## src/rtl/jtag_dtm_sync.sv

```systemverilog
// RISC-V JTAG DTM with the JTAG pins oversampled in the SoC clock domain.
// TAP controller, IDCODE/DTMCS/DMI/BYPASS registers and the DMI request/response FSM.
module jtag_dtm_sync #(
   parameter logic [31:0] IDCODE      = 32'h1000_0DB3,
   parameter int unsigned ABITS       = 7,
   parameter int unsigned SYNC_STAGES = 2
) (
   input  logic             clk_i,
   input  logic             rst_ni,
   input  logic             tck_i,
   input  logic             tms_i,
   input  logic             tdi_i,
   output logic             tdo_o,
   output logic             tdo_oe_o,
   output logic             dmi_req_valid_o,
   input  logic             dmi_req_ready_i,
   output logic [ABITS-1:0] dmi_req_addr_o,
   output logic [1:0]       dmi_req_op_o,
   output logic [31:0]      dmi_req_data_o,
   input  logic             dmi_resp_valid_i,
   output logic             dmi_resp_ready_o,
   input  logic [31:0]      dmi_resp_data_i,
   input  logic [1:0]       dmi_resp_resp_i,
   output logic             dmi_hardreset_o
);

   localparam int unsigned SrW  = ABITS + 34;
   localparam int unsigned IdxW = $clog2(SrW);

   typedef enum logic [3:0] {
      StTlr, StRti, StSelDr, StCapDr, StShDr, StEx1Dr, StPauDr, StEx2Dr, StUpdDr,
      StSelIr, StCapIr, StShIr, StEx1Ir, StPauIr, StEx2Ir, StUpdIr
   } tap_e;

   typedef enum logic [1:0] {DmiIdle, DmiReq, DmiWait} dmi_e;

   logic [SYNC_STAGES-1:0] tck_sq_q, tck_sq_d, tms_sq_q, tms_sq_d, tdi_sq_q, tdi_sq_d;
   logic                   tck_prev_q, tck_s, tms_s, tdi_s, tck_rise, tck_fall;
   tap_e                   tap_q, tap_d, tap_nxt;
   dmi_e                   dmi_q, dmi_d;
   logic [4:0]             ir_q, ir_d;
   logic [SrW-1:0]         sr_q, sr_d;
   logic [IdxW-1:0]        msb;
   logic                   tdo_q, tdo_d, hardreset_q, hardreset_d;
   logic [ABITS-1:0]       req_addr_q, req_addr_d, last_addr_q, last_addr_d;
   logic [31:0]            req_data_q, req_data_d, last_rdata_q, last_rdata_d;
   logic [1:0]             req_op_q, req_op_d, dmistat_q, dmistat_d, cap_op;
   logic [31:0]            dtmcs_cap;
   logic                   sel_idcode, sel_dtmcs, sel_dmi, upd_dr, busy_err, resp_err;

   assign tck_sq_d = SYNC_STAGES'({tck_sq_q, tck_i});
   assign tms_sq_d = SYNC_STAGES'({tms_sq_q, tms_i});
   assign tdi_sq_d = SYNC_STAGES'({tdi_sq_q, tdi_i});
   assign tck_s    = tck_sq_q[SYNC_STAGES-1];
   assign tms_s    = tms_sq_q[SYNC_STAGES-1];
   assign tdi_s    = tdi_sq_q[SYNC_STAGES-1];
   assign tck_rise = tck_s & ~tck_prev_q;
   assign tck_fall = ~tck_s & tck_prev_q;

   assign sel_idcode = (ir_q == 5'h01);
   assign sel_dtmcs  = (ir_q == 5'h10);
   assign sel_dmi    = (ir_q == 5'h11);
   assign upd_dr     = tck_rise && (tap_q == StUpdDr);
   assign cap_op     = (dmi_q != DmiIdle) ? 2'd3 : dmistat_q;
   assign dtmcs_cap  = {14'b0, 2'b00, 1'b0, 3'd1, dmistat_q, 6'(ABITS), 4'd1};

   always_comb begin
      tap_nxt = tap_q;
      unique case (tap_q)
         StTlr:   tap_nxt = tms_s ? StTlr   : StRti;
         StRti:   tap_nxt = tms_s ? StSelDr : StRti;
         StSelDr: tap_nxt = tms_s ? StSelIr : StCapDr;
         StCapDr: tap_nxt = tms_s ? StEx1Dr : StShDr;
         StShDr:  tap_nxt = tms_s ? StEx1Dr : StShDr;
         StEx1Dr: tap_nxt = tms_s ? StUpdDr : StPauDr;
         StPauDr: tap_nxt = tms_s ? StEx2Dr : StPauDr;
         StEx2Dr: tap_nxt = tms_s ? StUpdDr : StShDr;
         StUpdDr: tap_nxt = tms_s ? StSelDr : StRti;
         StSelIr: tap_nxt = tms_s ? StTlr   : StCapIr;
         StCapIr: tap_nxt = tms_s ? StEx1Ir : StShIr;
         StShIr:  tap_nxt = tms_s ? StEx1Ir : StShIr;
         StEx1Ir: tap_nxt = tms_s ? StUpdIr : StPauIr;
         StPauIr: tap_nxt = tms_s ? StEx2Ir : StPauIr;
         StEx2Ir: tap_nxt = tms_s ? StUpdIr : StShIr;
         StUpdIr: tap_nxt = tms_s ? StSelDr : StRti;
      endcase
   end

   // TAP state, IR and the shared shift register; TDI enters at the active length's MSB.
   always_comb begin
      tap_d = tck_rise ? tap_nxt : tap_q;
      ir_d  = ir_q;
      sr_d  = sr_q;
      tdo_d = tck_fall ? sr_q[0] : tdo_q;
      msb   = '0;
      if (tap_q == StShIr)               msb = IdxW'(4);
      else if (sel_dmi)                  msb = IdxW'(SrW - 1);
      else if (sel_idcode || sel_dtmcs)  msb = IdxW'(31);
      if (tck_rise) begin
         case (tap_q)
            StCapIr: sr_d = SrW'(5'b00001);
            StCapDr: begin
               if (sel_dmi)         sr_d = {last_addr_q, last_rdata_q, cap_op};
               else if (sel_idcode) sr_d = SrW'(IDCODE);
               else if (sel_dtmcs)  sr_d = SrW'(dtmcs_cap);
               else                 sr_d = '0;
            end
            StShIr, StShDr: begin
               sr_d      = sr_q >> 1;
               sr_d[msb] = tdi_s;
            end
            StUpdIr: ir_d = sr_q[4:0];
            default: ;
         endcase
         if (tap_nxt == StTlr) ir_d = 5'h01;
      end
   end

   always_comb begin
      dmi_d        = dmi_q;
      req_addr_d   = req_addr_q;
      req_data_d   = req_data_q;
      req_op_d     = req_op_q;
      last_addr_d  = last_addr_q;
      last_rdata_d = last_rdata_q;
      dmistat_d    = dmistat_q;
      hardreset_d  = 1'b0;
      busy_err     = 1'b0;
      resp_err     = 1'b0;
      case (dmi_q)
         DmiReq:  if (dmi_req_ready_i) dmi_d = DmiWait;
         DmiWait: if (dmi_resp_valid_i) begin
            dmi_d = DmiIdle;
            if (req_op_q == 2'd1) last_rdata_d = dmi_resp_data_i;
            resp_err = (dmi_resp_resp_i != 2'd0);
         end
         default: ;
      endcase
      if (upd_dr && sel_dmi && dmistat_q == 2'd0) begin
         if (dmi_q != DmiIdle) begin
            busy_err = 1'b1;
         end else if (sr_q[1:0] == 2'd1 || sr_q[1:0] == 2'd2) begin
            req_op_d    = sr_q[1:0];
            req_data_d  = sr_q[33:2];
            req_addr_d  = sr_q[SrW-1:34];
            last_addr_d = sr_q[SrW-1:34];
            dmi_d       = DmiReq;
         end
      end
      if (upd_dr && sel_dtmcs) begin
         if (sr_q[16] || sr_q[17]) dmistat_d = 2'd0;
         // Hard reset overrides any handshake landing in the same cycle.
         if (sr_q[17]) begin
            dmi_d       = DmiIdle;
            hardreset_d = 1'b1;
         end
      end
      if (resp_err && dmistat_d < 2'd2) dmistat_d = 2'd2;
      if (busy_err)                     dmistat_d = 2'd3;
   end

   always_ff @(posedge clk_i or negedge rst_ni) begin
      if (!rst_ni) begin
         tck_sq_q     <= '0;
         tms_sq_q     <= '0;
         tdi_sq_q     <= '0;
         tck_prev_q   <= 1'b0;
         tap_q        <= StTlr;
         ir_q         <= 5'h01;
         sr_q         <= '0;
         tdo_q        <= 1'b0;
         dmi_q        <= DmiIdle;
         req_addr_q   <= '0;
         req_data_q   <= '0;
         req_op_q     <= '0;
         last_addr_q  <= '0;
         last_rdata_q <= '0;
         dmistat_q    <= '0;
         hardreset_q  <= 1'b0;
      end else begin
         tck_sq_q     <= tck_sq_d;
         tms_sq_q     <= tms_sq_d;
         tdi_sq_q     <= tdi_sq_d;
         tck_prev_q   <= tck_s;
         tap_q        <= tap_d;
         ir_q         <= ir_d;
         sr_q         <= sr_d;
         tdo_q        <= tdo_d;
         dmi_q        <= dmi_d;
         req_addr_q   <= req_addr_d;
         req_data_q   <= req_data_d;
         req_op_q     <= req_op_d;
         last_addr_q  <= last_addr_d;
         last_rdata_q <= last_rdata_d;
         dmistat_q    <= dmistat_d;
         hardreset_q  <= hardreset_d;
      end
   end

   assign tdo_o            = tdo_q;
   assign tdo_oe_o         = (tap_q == StShDr) || (tap_q == StShIr);
   assign dmi_req_valid_o  = (dmi_q == DmiReq);
   assign dmi_resp_ready_o = (dmi_q == DmiWait);
   assign dmi_req_addr_o   = req_addr_q;
   assign dmi_req_data_o   = req_data_q;
   assign dmi_req_op_o     = req_op_q;
   assign dmi_hardreset_o  = hardreset_q;

endmodule

```

## config.mk

```make
export PLATFORM = sky130hd
export DESIGN_NAME = jtag_dtm_sync
export DESIGN_NICKNAME = d
export VERILOG_FILES = /design/src/rtl/jtag_dtm_sync.sv
export SDC_FILE = /design/constraint.sdc
export NUM_CORES = 1
export LEC_CHECK = 0
export CAP_MARGIN = 40
export CORE_ASPECT_RATIO = 1.1
export CORE_MARGIN = 2
export CORE_UTILIZATION = 40
export DETAILED_ROUTE_END_ITERATION = 8
export REMOVE_ABC_BUFFERS = 1
export SLEW_MARGIN = 40
export SYNTH_ARGS = -nofsm -noshare
export SYNTH_HDL_FRONTEND = slang
export SYNTH_SLANG_ARGS = --single-unit
```

## constraint.sdc

```tcl
create_clock -name clk_i -period 2.1 [get_ports clk_i]
set_clock_uncertainty 0.1 [all_clocks]
set_input_delay 0.42 -clock clk_i [delete_from_list [all_inputs] [get_ports clk_i]]
set_output_delay 0.42 -clock clk_i [all_outputs]
set_load 0.05 [all_outputs]
```

==> results of run 1 <==
[worst max-delay path, cell delays in order, from the launching register on]
cell	delay [ns]
dfrtp_1	0.40
nor3_2	0.25
nand3_2	0.15
nor4b_4	0.29
and3_4	0.33
buf_12	0.19
mux2_4	0.30
[cell families after synthesis]
logic type,after synthesis
adders and majority gates,3
xor gates and xnor gates,1
and+or+nand+nor,106
muxes,76
DFF,136
AOI/OAI and AO/OA,127
buffers and inverters,45
[routing by layer]
metal / part of all wire (%) / vias up
met3: 5.9 / 25
met2: 49 / 152
met1: 44 / 2245
met5: 0 / -
li1: - / 2042
met4: 1.6 / 0
[repair_timing]
action | 4_1_cts | 5_1_grt
pin swaps | 2 | 3
hold buffers | 1 | 0
cloned | 1 | 4
buffers inserted | 7 | 7
resized for setup | 36 | 24
endpoints found under the hold margin | 34 | 0
endpoints found under the setup margin | 69 | 77
[sequential cells by signal (all words and copies together) (netlist names)]
register         cells
tck_sq_q             2
tdo_o                1
dmistat_q            2
dmi_hardreset_o      1
dmi_q                2
ir_q                 5
tap_q                4
tms_sq_q             2
tck_prev_q           1
last_addr_q          7
tdi_sq_q             2
dmi_req_op_o         2
sr_q                41
dmi_req_data_o      32
last_rdata_q        32
[report_power, final]
group	total, µW	leakage [µW]	switching (µW)	internal, µW
logic	2950	0.00176	1550	1400
clock network	3050	0.000288	1130	1920
registers	3650	0.00177	506	3140
total	9650	0.00382	3190	6470
[cells in the final DEF (no fill, tap or decap), types with 12 or more instances in the layout]
cell type        instances
clkbuf_16               20
clkdlybuf4s50_1         40
mux2_4                  40
o21ai_0                 12
dfrtp_1                135
nor2_2                  12
mux2_2                  35
a22oi_1                 31
buf_12                  12
buf_4                   48
dlygate4sd2_1           28
nor2_1                  44
a21oi_1                 53
[area by class of cell]
| cell class | count | area (µm²) | share of cell area (%) |
|---|---|---|---|
| Sequential cell | 136 | 3405 | 41.35 |
| Multi-Input combinational cell | 314 | 2495 | 30.30 |
| Timing Repair Buffer | 142 | 1443 | 17.52 |
| Clock buffer | 20 | 456.7 | 5.546 |
| Tap cell | 196 | 245.2 | 2.978 |
| Clock inverter | 12 | 148.9 | 1.808 |
| Inverter | 11 | 41.29 | 0.5014 |
[metrics by stage]
stage / setup slack [ns] / std cells / total power (µW) / area [µm²]
floorplan: -1.362 / 460 / 5080 / 5852
global placement: -0.02548 / 779 / 6090 / 7340
detailed placement: -0.05368 / 779 / 6162 / 7340
CTS: -0.06641 / 820 / 9414 / 8006
global route: -0.1034 / 831 / 10170 / 8234
finish: -0.03636 / 831 / 9654 / 8234
[worst paths after layout]
kind	start	end	slack [ns]	cells after the start
max	ir_q[1]	last_addr_q[6]	-0.04	6
max in group asynchronous	rst_ni	ir_q[0]	0.86	3
min reg2reg	tms_sq_q[0]	tms_sq_q[1]	0.25	0
min	tms_sq_q[0]	tms_sq_q[1]	0.25	0
min in group asynchronous	rst_ni	sr_q[23]	0.36	2
max reg2reg	ir_q[1]	last_addr_q[6]	-0.04	6
==> key figures, run 1 <==
Power and ir drop
  • Lkg Pwr: roughly 0.0038 µW
  • Peak supply drop: around 0.52 mV
  • Pwr per Cell Area: 1172 nW/µm²

Timing
  • Setup TNS: -0.8642 ns
  • Final hold vios: 0
  • Setup repair after global routing missed its margin: true
  • Fmax: approximately 470 MHz
  • Slew margin rel.: between 60% and 70%
  • Worst setup margin: -0.03636 ns
  • Min Tclk post-route: 2.136 ns
  • Period utilisation layout: 101.7%
  • Worst-margin pin slew: slightly above 0.5 ns
  • Hold_ws: approximately 0.25 ns
  • Max-slew violations: 0
  • Setup-failing EPs final: 41

Global route
  • Global route overflow: 0
  • First-pass GRT wire length: 23.12 mm
  • Met2 GRT Util: between 20 and 30%
  • GR Util met3: 5.779%
  • Global routing's busiest layer: met2
  • Tot GR Track Use: 18.54%
  • Largest net degree at the start of global routing: between 60 and 70
  • Initial antenna violation count: 0
  • Vias in the first global route: about 4,400
  • Met1 Track Usage GR: about 25%

Logic synthesis
  • Synth Area in Simple Gates: 9.177%
  • Syn Inst Count: approximately 490
  • Fraction of registers with async set/reset: between 90% and 100%
  • Post-synth EDFFs: 0
  • Distinct cells, synth: 57
  • Adder-cell share of the synthesized area: 0.6187%
  • Largest family of logic cells by synthesized area: multiplexers
  • Top post-synthesis cells by count: 135 x dfrtp_1, 56 x nor2_1, 53 x a21oi_1, 39 x mux2_4, 36 x mux2_2
  • Largest cells by area after synthesis: dfrtp_1 56%, mux2_4 9.7%, mux2_2 6.7%
  • Mapped cell area: 6067 µm²
  • Most frequent cell after synthesis: dfrtp_1
  • Top cell type's share of synthesized area: roughly 56%
  • Area fraction in compound gates after synthesis: a little over an eighth
  • Synthesis Warnings: 0
  • Post-synth top area cell: dfrtp_1
  • Synth Register Bits: roughly 140
  • Most used DFF post-synth: dfrtp_1
  • Mux contribution to synthesized area: ~16%
  • Post-Synth XOR/XNOR Area: less than 1%
  • Avg Inst Size Synth: approximately 12 µm²
  • Post-synthesis sequential area ratio: a little under three fifths

Detailed routing
  • DR vias: 4,464
  • Routed wire per std cell: roughly 18 µm
  • Drt first pass iters: 5
  • Antenna Violating Nets Remaining: 0
  • Routed Wire Length: between 15 and 20 mm
  • Residual DRC: 0
  • Vias/cell: 5.372
  • Iter 0 DRT Violations: 253

Clock network
  • TritonCTS clock tree: yes
  • CTS HTree Levels: 4
  • Max Root-Sink Buffers: 2
  • CTS sink cnt: between 100 and 150
  • CTS root buf: clkbuf_16
  • Skew-Pair Late Insertion Delay: between 0.4 and 0.5 ns
  • TritonCTS Buffers: 17
  • Clock-pin slew on the worst setup and hold paths: about 0.060 ns

Setup path
  • CP arrival: between 2 and 2.5 ns
  • CP Max Fanout: 13
  • Crit path launch type: flop
  • Setup Crit Path Kind: flop to flop
  • CP required: around 2.3 ns
  • Crit. End Element: flop

Floorplanning
  • Core ar.: approximately 15,000 µm²
  • FP Rows: 47
  • I/O pin count: 87
  • Die height: around 130 µm
  • Chip Width: 121.4 µm
  • Die area: 16,170 µm²
  • Starting Density: between 40% and 50%

Place
  • Routability cong.: roughly 0.85
  • Buffers on Ports: 86
  • Detail Placement HPWL: slightly above 9 mm

Cells and area
  • Fillers: ~1,300
  • Layout cell share with drive strength beyond 1: roughly a third
  • Nets: approximately 670
  • N_diodes: 0
  • Area added between synthesis and finish: 35.72%
  • Post-layout util: between 50% and 60%

Worst hold path
  • Hold WC Path Type: flop to flop

Outcome
  • Failing checks: negative setup slack
  • Status: finished with violations

Job
  • Max_cap viols: 0
Note: power is estimated with default switching activity, not from simulation.
==> run 2: changes to the inputs <==
REMOVE_ABC_BUFFERS = unset   (was 1)
SKIP_LAST_GASP = 1   (was unset)
SLEW_MARGIN = unset   (was 40)
==> run 2 against run 1 <==
The run still ends with negative setup slack left. Sequential power about the same. Critical path depth rose by 1. Clock-buffer cell count is 1 lower. Clock power fell by 6%. Hold slack hardly changed. Fmax up 1.2%. Largest power group unchanged.
==> key figures, run 2 (same netlist as run 1, synthesis figures left out) <==
Detailed routing
  • Vias/cell: between 5 and 6
  • Routed Wire Length: 14.55 mm
  • DR vias: around 4,300
  • Antenna Violating Nets Remaining: 0
  • Iter 0 DRT Violations: ~270
  • Residual DRC: 0
  • Drt first pass iters: 5
  • Routed wire per std cell: between 15 and 20 µm

Place
  • Routability cong.: 0.8277
  • Dpl cell area: between 7000 and 8000 µm²
  • Detail Placement HPWL: roughly 9.4 mm
  • Placed Instances: 782
  • Buffers on Ports: 86

Worst hold path
  • WHS Endpoint: tck_sq_q[1]
  • HP Start: tck_sq_q[0]
  • Worst hold path depth: 0
  • Hold WC Path Type: flop to flop

Cells and area
  • Commonest non-fill, non-tap cell in the layout: dfrtp_1
  • Final Cell Area: approximately 8100 µm²
  • Nets: ~660
  • Layout cell share with drive strength beyond 1: slightly above 30%
  • Area added between synthesis and finish: 33.22%
  • Max reg flops: between 40 and 50
  • Fin cells: 826
  • Commonest non-fill, non-tap cells in the layout: 135 x dfrtp_1, 54 x nor2_1, 53 x a21oi_1, 52 x buf_4
  • Fillers: between 1,000 and 1,500
  • Post-layout util: 54.11%
  • Biggest register: sr_q
  • N_diodes: 0

Power and ir drop
  • Final Total Pwr: about 9000 µW
  • Lkg Pwr: roughly 0.0038 µW
  • Pwr per Cell Area: between 1000 and 1500 nW/µm²
  • Peak supply drop: 0.5117 mV

Setup path
  • Crit. End Element: flop
  • Worst r2r path cells: 7
  • CP required: 2.29 ns
  • CP arrival: around 2.3 ns
  • Critical R2R Launch: tap_q[1]
  • Setup Crit Path Kind: flop to flop
  • Crit path launch type: flop
  • Worst R2R Setup Slack: -0.01 ns
  • RR Endpoint: dmi_req_data_o[29]
  • CP Max Fanout: 6

Logic synthesis
  • Synth Net Count: 538

Floorplanning
  • Chip Width: approximately 120 µm
  • FP Rows: 47
  • Core ar.: between 10,000 and 15,000 µm²
  • I/O pin count: 87
  • Die area: 16,170 µm²
  • Die height: about 130 µm
  • Starting Density: about two fifths

Timing
  • Slew margin rel.: between 60% and 70%
  • Setup repair after global routing missed its margin: true
  • Min Tclk post-route: 2.112 ns
  • Period utilisation layout: 100.6%
  • Max-slew violations: 0
  • Fmax: around 470 MHz
  • Setup-failing EPs final: 7
  • Worst-margin pin slew: between 0.5 and 0.6 ns
  • Worst setup margin: -0.01158 ns
  • Setup TNS: -0.06331 ns
  • Final hold vios: 0

Clock network
  • TritonCTS clock tree: yes
  • Skew-Pair Late Insertion Delay: 0.40 ns
  • Clock-pin slew on the worst setup and hold paths: roughly 0.060 ns
  • CTS HTree Levels: 4
  • Max Root-Sink Buffers: 2
  • CTS sink cnt: 136
  • TritonCTS Buffers: 17
  • CTS root buf: clkbuf_16

Global route
  • Global route overflow: 0
  • Tot GR Track Use: 18.85%
  • Initial antenna violation count: 0
  • Largest net degree at the start of global routing: between 50 and 60
  • Vias in the first global route: between 4,000 and 5,000
  • First-pass GRT wire length: 23.74 mm

Outcome
  • Failing checks: negative setup slack
  • Status: finished with violations

Job
  • Max_cap viols: 0
[run 2: changes by cell type in the layout (fill, tap and decap cells not counted), sizes merged]
cell         delta
buf             +3
bufinv          -1
clkbuf          -3
clkinv          +4
clkinvlp        -3
dlygate4sd2     -4
o21a            -1
[run 2: layout make-up]
type	count	area, µm²	area share, %
tap	196	245.2	3.034
clock buffer	19	442.9	5.480
multi-input combinational	313	2435	30.12
clock inverter	12	127.6	1.579
inverter	11	41.29	0.5108
sequential	136	3405	42.12
timing repair buffer	139	1386	17.15
[run 2: worst max-delay path by stage]
stage             start                  to  slack (ns)  depth (start not counted)
6_report       tap_q[1]  dmi_req_data_o[29]       -0.01                          7
5_1_grt        tap_q[1]  dmi_req_data_o[29]       -0.13                          7
4_1_cts        tap_q[1]  dmi_req_data_o[20]       -0.05                          6
3_5_place_dp    ir_q[0]            sr_q[31]       -0.05                          6
3_3_place_gp    ir_q[0]            sr_q[31]       -0.02                          6
2_1_floorplan  tap_q[2]  dmi_req_data_o[10]       0.006                          8
[run 2: worst max-delay path, cell delays in order (launching register included)]
cell     delay (ns)
dfrtp_1        0.41
buf_6          0.13
nor4_4         0.25
nor4b_4        0.25
and3_4         0.32
buf_12         0.13
buf_16         0.12
mux2_4         0.29
[run 2: through the flow]
stage | worst slack, ns | hold WS, ns
after floorplan | 0.006125 | 0.02441
after global placement | -0.01834 | 0.2380
after detailed placement | -0.04590 | 0.2347
after CTS | -0.05357 | 0.2487
after global routing | -0.1261 | 0.2730
final | -0.01158 | 0.2477
[run 2: power breakdown]
group	switching [µW]	internal, µW
combinational	1460	1310
sequential	500	3140
clock	1090	1770
[run 2: repair_timing]
action / 4_1_cts / 5_1_grt
gates cloned: 2 / 1
buffers inserted: 7 / 3
hold buffers: 1 / 0
pin swaps: 2 / 4
gates resized for setup: 31 / 10
endpoints found under the setup margin: 62 / 68
endpoints found under the hold margin: 46 / 0
[run 2: metal layers]
layer / GRT usage (%) / vias to the layer above / share of wire [%]
met5: 0 / - / 0
met4: 4.215 / 0 / 0.51
met3: 5.180 / 5 / 4.0
met2: 31.09 / 95 / 50
met1: 24.96 / 2140 / 45
li1: - / 2026 / -
==> run 3: changes to the inputs <==
CORE_MARGIN = unset   (was 2)
==> run 3 against run 2 <==
Setup slack got worse by 0.029 ns. Critical endpoint is now tdo_oe_o. The flow still finishes with violations (negative setup slack). Sequential cell count unchanged. Die area down 3.1%. Total power fell by 0.20%. Highest routed layer unchanged. Hold slack better by 0.0034 ns. Combinational power is 3% lower. Largest cell class unchanged. Global-route usage rose by 0.51 points. Largest power group unchanged. Sequential share of layout area fell by 0.37 points. Register-to-register slack worse by 0.02 ns. Fmax down 1.4%.
==> key figures, run 3 (same netlist as run 1, synthesis figures left out) <==
Floorplanning
  • Chip Width: between 100 and 150 µm
  • Die area: 15,670 µm²
  • FP Rows: 46
  • Starting Density: approximately 42%
  • Die height: 131.2 µm
  • I/O pin count: slightly below 90
  • Core ar.: approximately 15,000 µm²

Timing
  • Fmax: ~470 MHz
  • Setup-failing EPs final: 35
  • Setup repair after global routing missed its margin: true
  • Worst setup margin: -0.04055 ns
  • Max-slew violations: 0
  • Setup TNS: -0.5220 ns
  • Period utilisation layout: 101.9%
  • Worst-margin pin slew: about 0.51 ns
  • Slew margin rel.: between 60% and 70%
  • Min Tclk post-route: around 2.1 ns
  • Final hold vios: 0

Global route
  • Initial antenna violation count: 0
  • Tot GR Track Use: a little under 20%
  • Global route overflow: 0
  • Vias in the first global route: between 4,000 and 5,000
  • First-pass GRT wire length: 23.58 mm
  • Largest net degree at the start of global routing: 57

Cells and area
  • Layout cell share with drive strength beyond 1: ~30%
  • Biggest register: sr_q
  • Area added between synthesis and finish: 34.40%
  • Nets: between 600 and 700
  • Max reg flops: 41
  • Commonest non-fill, non-tap cell in the layout: dfrtp_1
  • Commonest non-fill, non-tap cells in the layout: 135 x dfrtp_1, 55 x nor2_1, 53 x a21oi_1, 47 x buf_4, 41 x mux2_4
  • Fillers: ~1,300
  • N_diodes: 0
  • Multi-input combinational cell area: 2430 µm²
  • Register area: 3405 µm²

Worst hold path
  • Hold WC Path Type: flop to flop

Power and ir drop
  • Peak supply drop: between 0.5 and 0.6 mV
  • Lkg Pwr: 0.003828 µW
  • Pwr per Cell Area: roughly 1100 nW/µm²

Detailed routing
  • Routed wire per std cell: around 17 µm
  • Routed Wire Length: 14.27 mm
  • Iter 0 DRT Violations: 342
  • Vias/cell: roughly 5.3
  • Antenna Violating Nets Remaining: 0
  • Residual DRC: 0
  • Drt first pass iters: 4
  • DR vias: around 4,300

Logic synthesis
  • Synth Net Count: ~540

Outcome
  • Failing checks: negative setup slack
  • Status: finished with violations

Clock network
  • TritonCTS clock tree: yes
  • Max Root-Sink Buffers: 2
  • Clock-pin slew on the worst setup and hold paths: 0.06 ns
  • TritonCTS Buffers: 17
  • CTS HTree Levels: 4
  • CTS root buf: clkbuf_16
  • CTS sink cnt: about 140
  • Skew-Pair Late Insertion Delay: approximately 0.42 ns

Setup path
  • Setup Crit Path Kind: flop to output port
  • Crit path launch type: flop
  • Worst R2R Setup Slack: -0.03 ns
  • CP arrival: 1.62 ns
  • CP Max Fanout: 17
  • Crit. End Element: output port
  • CP required: between 1.5 and 2 ns

Place
  • Buffers on Ports: between 80 and 90
  • Detail Placement HPWL: approximately 9.3 mm
  • Pre-CTS setup slack: -0.08083 ns
  • Routability cong.: 0.8374

Job
  • Max_cap viols: 0
## run 3: final timing paths
check	startpoint	to	depth (start not counted)
setup / recovery	tap_q[2]	tdo_oe_o	4
hold / removal	tdi_sq_q[0]	tdi_sq_q[1]	0
setup reg to reg	tap_q[3]	dmi_req_data_o[15]	8
hold reg to reg	tdi_sq_q[0]	tdi_sq_q[1]	0
max in group asynchronous	rst_ni	tap_q[0]	3
min in group asynchronous	rst_ni	last_addr_q[1]	2
## run 3: routing by layer
metal | track usage (%) | wire length, µm | vias up
met1 | 24.84 | 6211 | 2176
li1 | - | - | 2039
met4 | 8.125 | 255 | 0
met5 | 0 | 0 | -
met3 | 5.035 | 689 | 21
met2 | 30.94 | 7111 | 108
## run 3: metrics by stage
step | total power, µW | instance area [µm²] | hold WS (ns) | instances | utilization (%)
after floorplan | 5173 | 6067 | 0.02441 | 494 | -
after global placement | 6070 | 7307 | 0.2379 | 773 | 49.98
after detailed placement | 6155 | 7307 | 0.2405 | 773 | 49.98
after CTS | 9298 | 8084 | 0.2535 | 821 | 55.30
after global routing | 9810 | 8154 | 0.2645 | 825 | 55.78
final | 9257 | 8154 | 0.2511 | 825 | 55.78
## run 3: where the power goes
group	switching, µW	internal, µW
combinational	1420	1260
clock	1060	1860
sequential	517	3140
total	3000	6260
## run 3: critical path, stage by stage, from the launching register on
cell	delay [ns]
dfrtp_1	0.38
buf_4	0.20
and3_1	0.19
or2_4	0.28
buf_12	0.15
## run 3: area by class of cell
class / instances / area share, %
clock buffers: 23 / 5.984
clock inverters: 8 / 1.166
inverters: 11 / 0.5064
multi-input cells: 313 / 29.80
flip-flops and latches: 136 / 41.75
well taps: 192 / 2.946
repair buffers: 142 / 17.85
## run 3: timing repair
action,CTS,global route
cloned,3,2
setup buffers,13,2
resized for setup,45,5
pin swaps,5,5
endpoints found under the hold margin,39,0
endpoints found under the setup margin,71,44
hold buffers,1,0
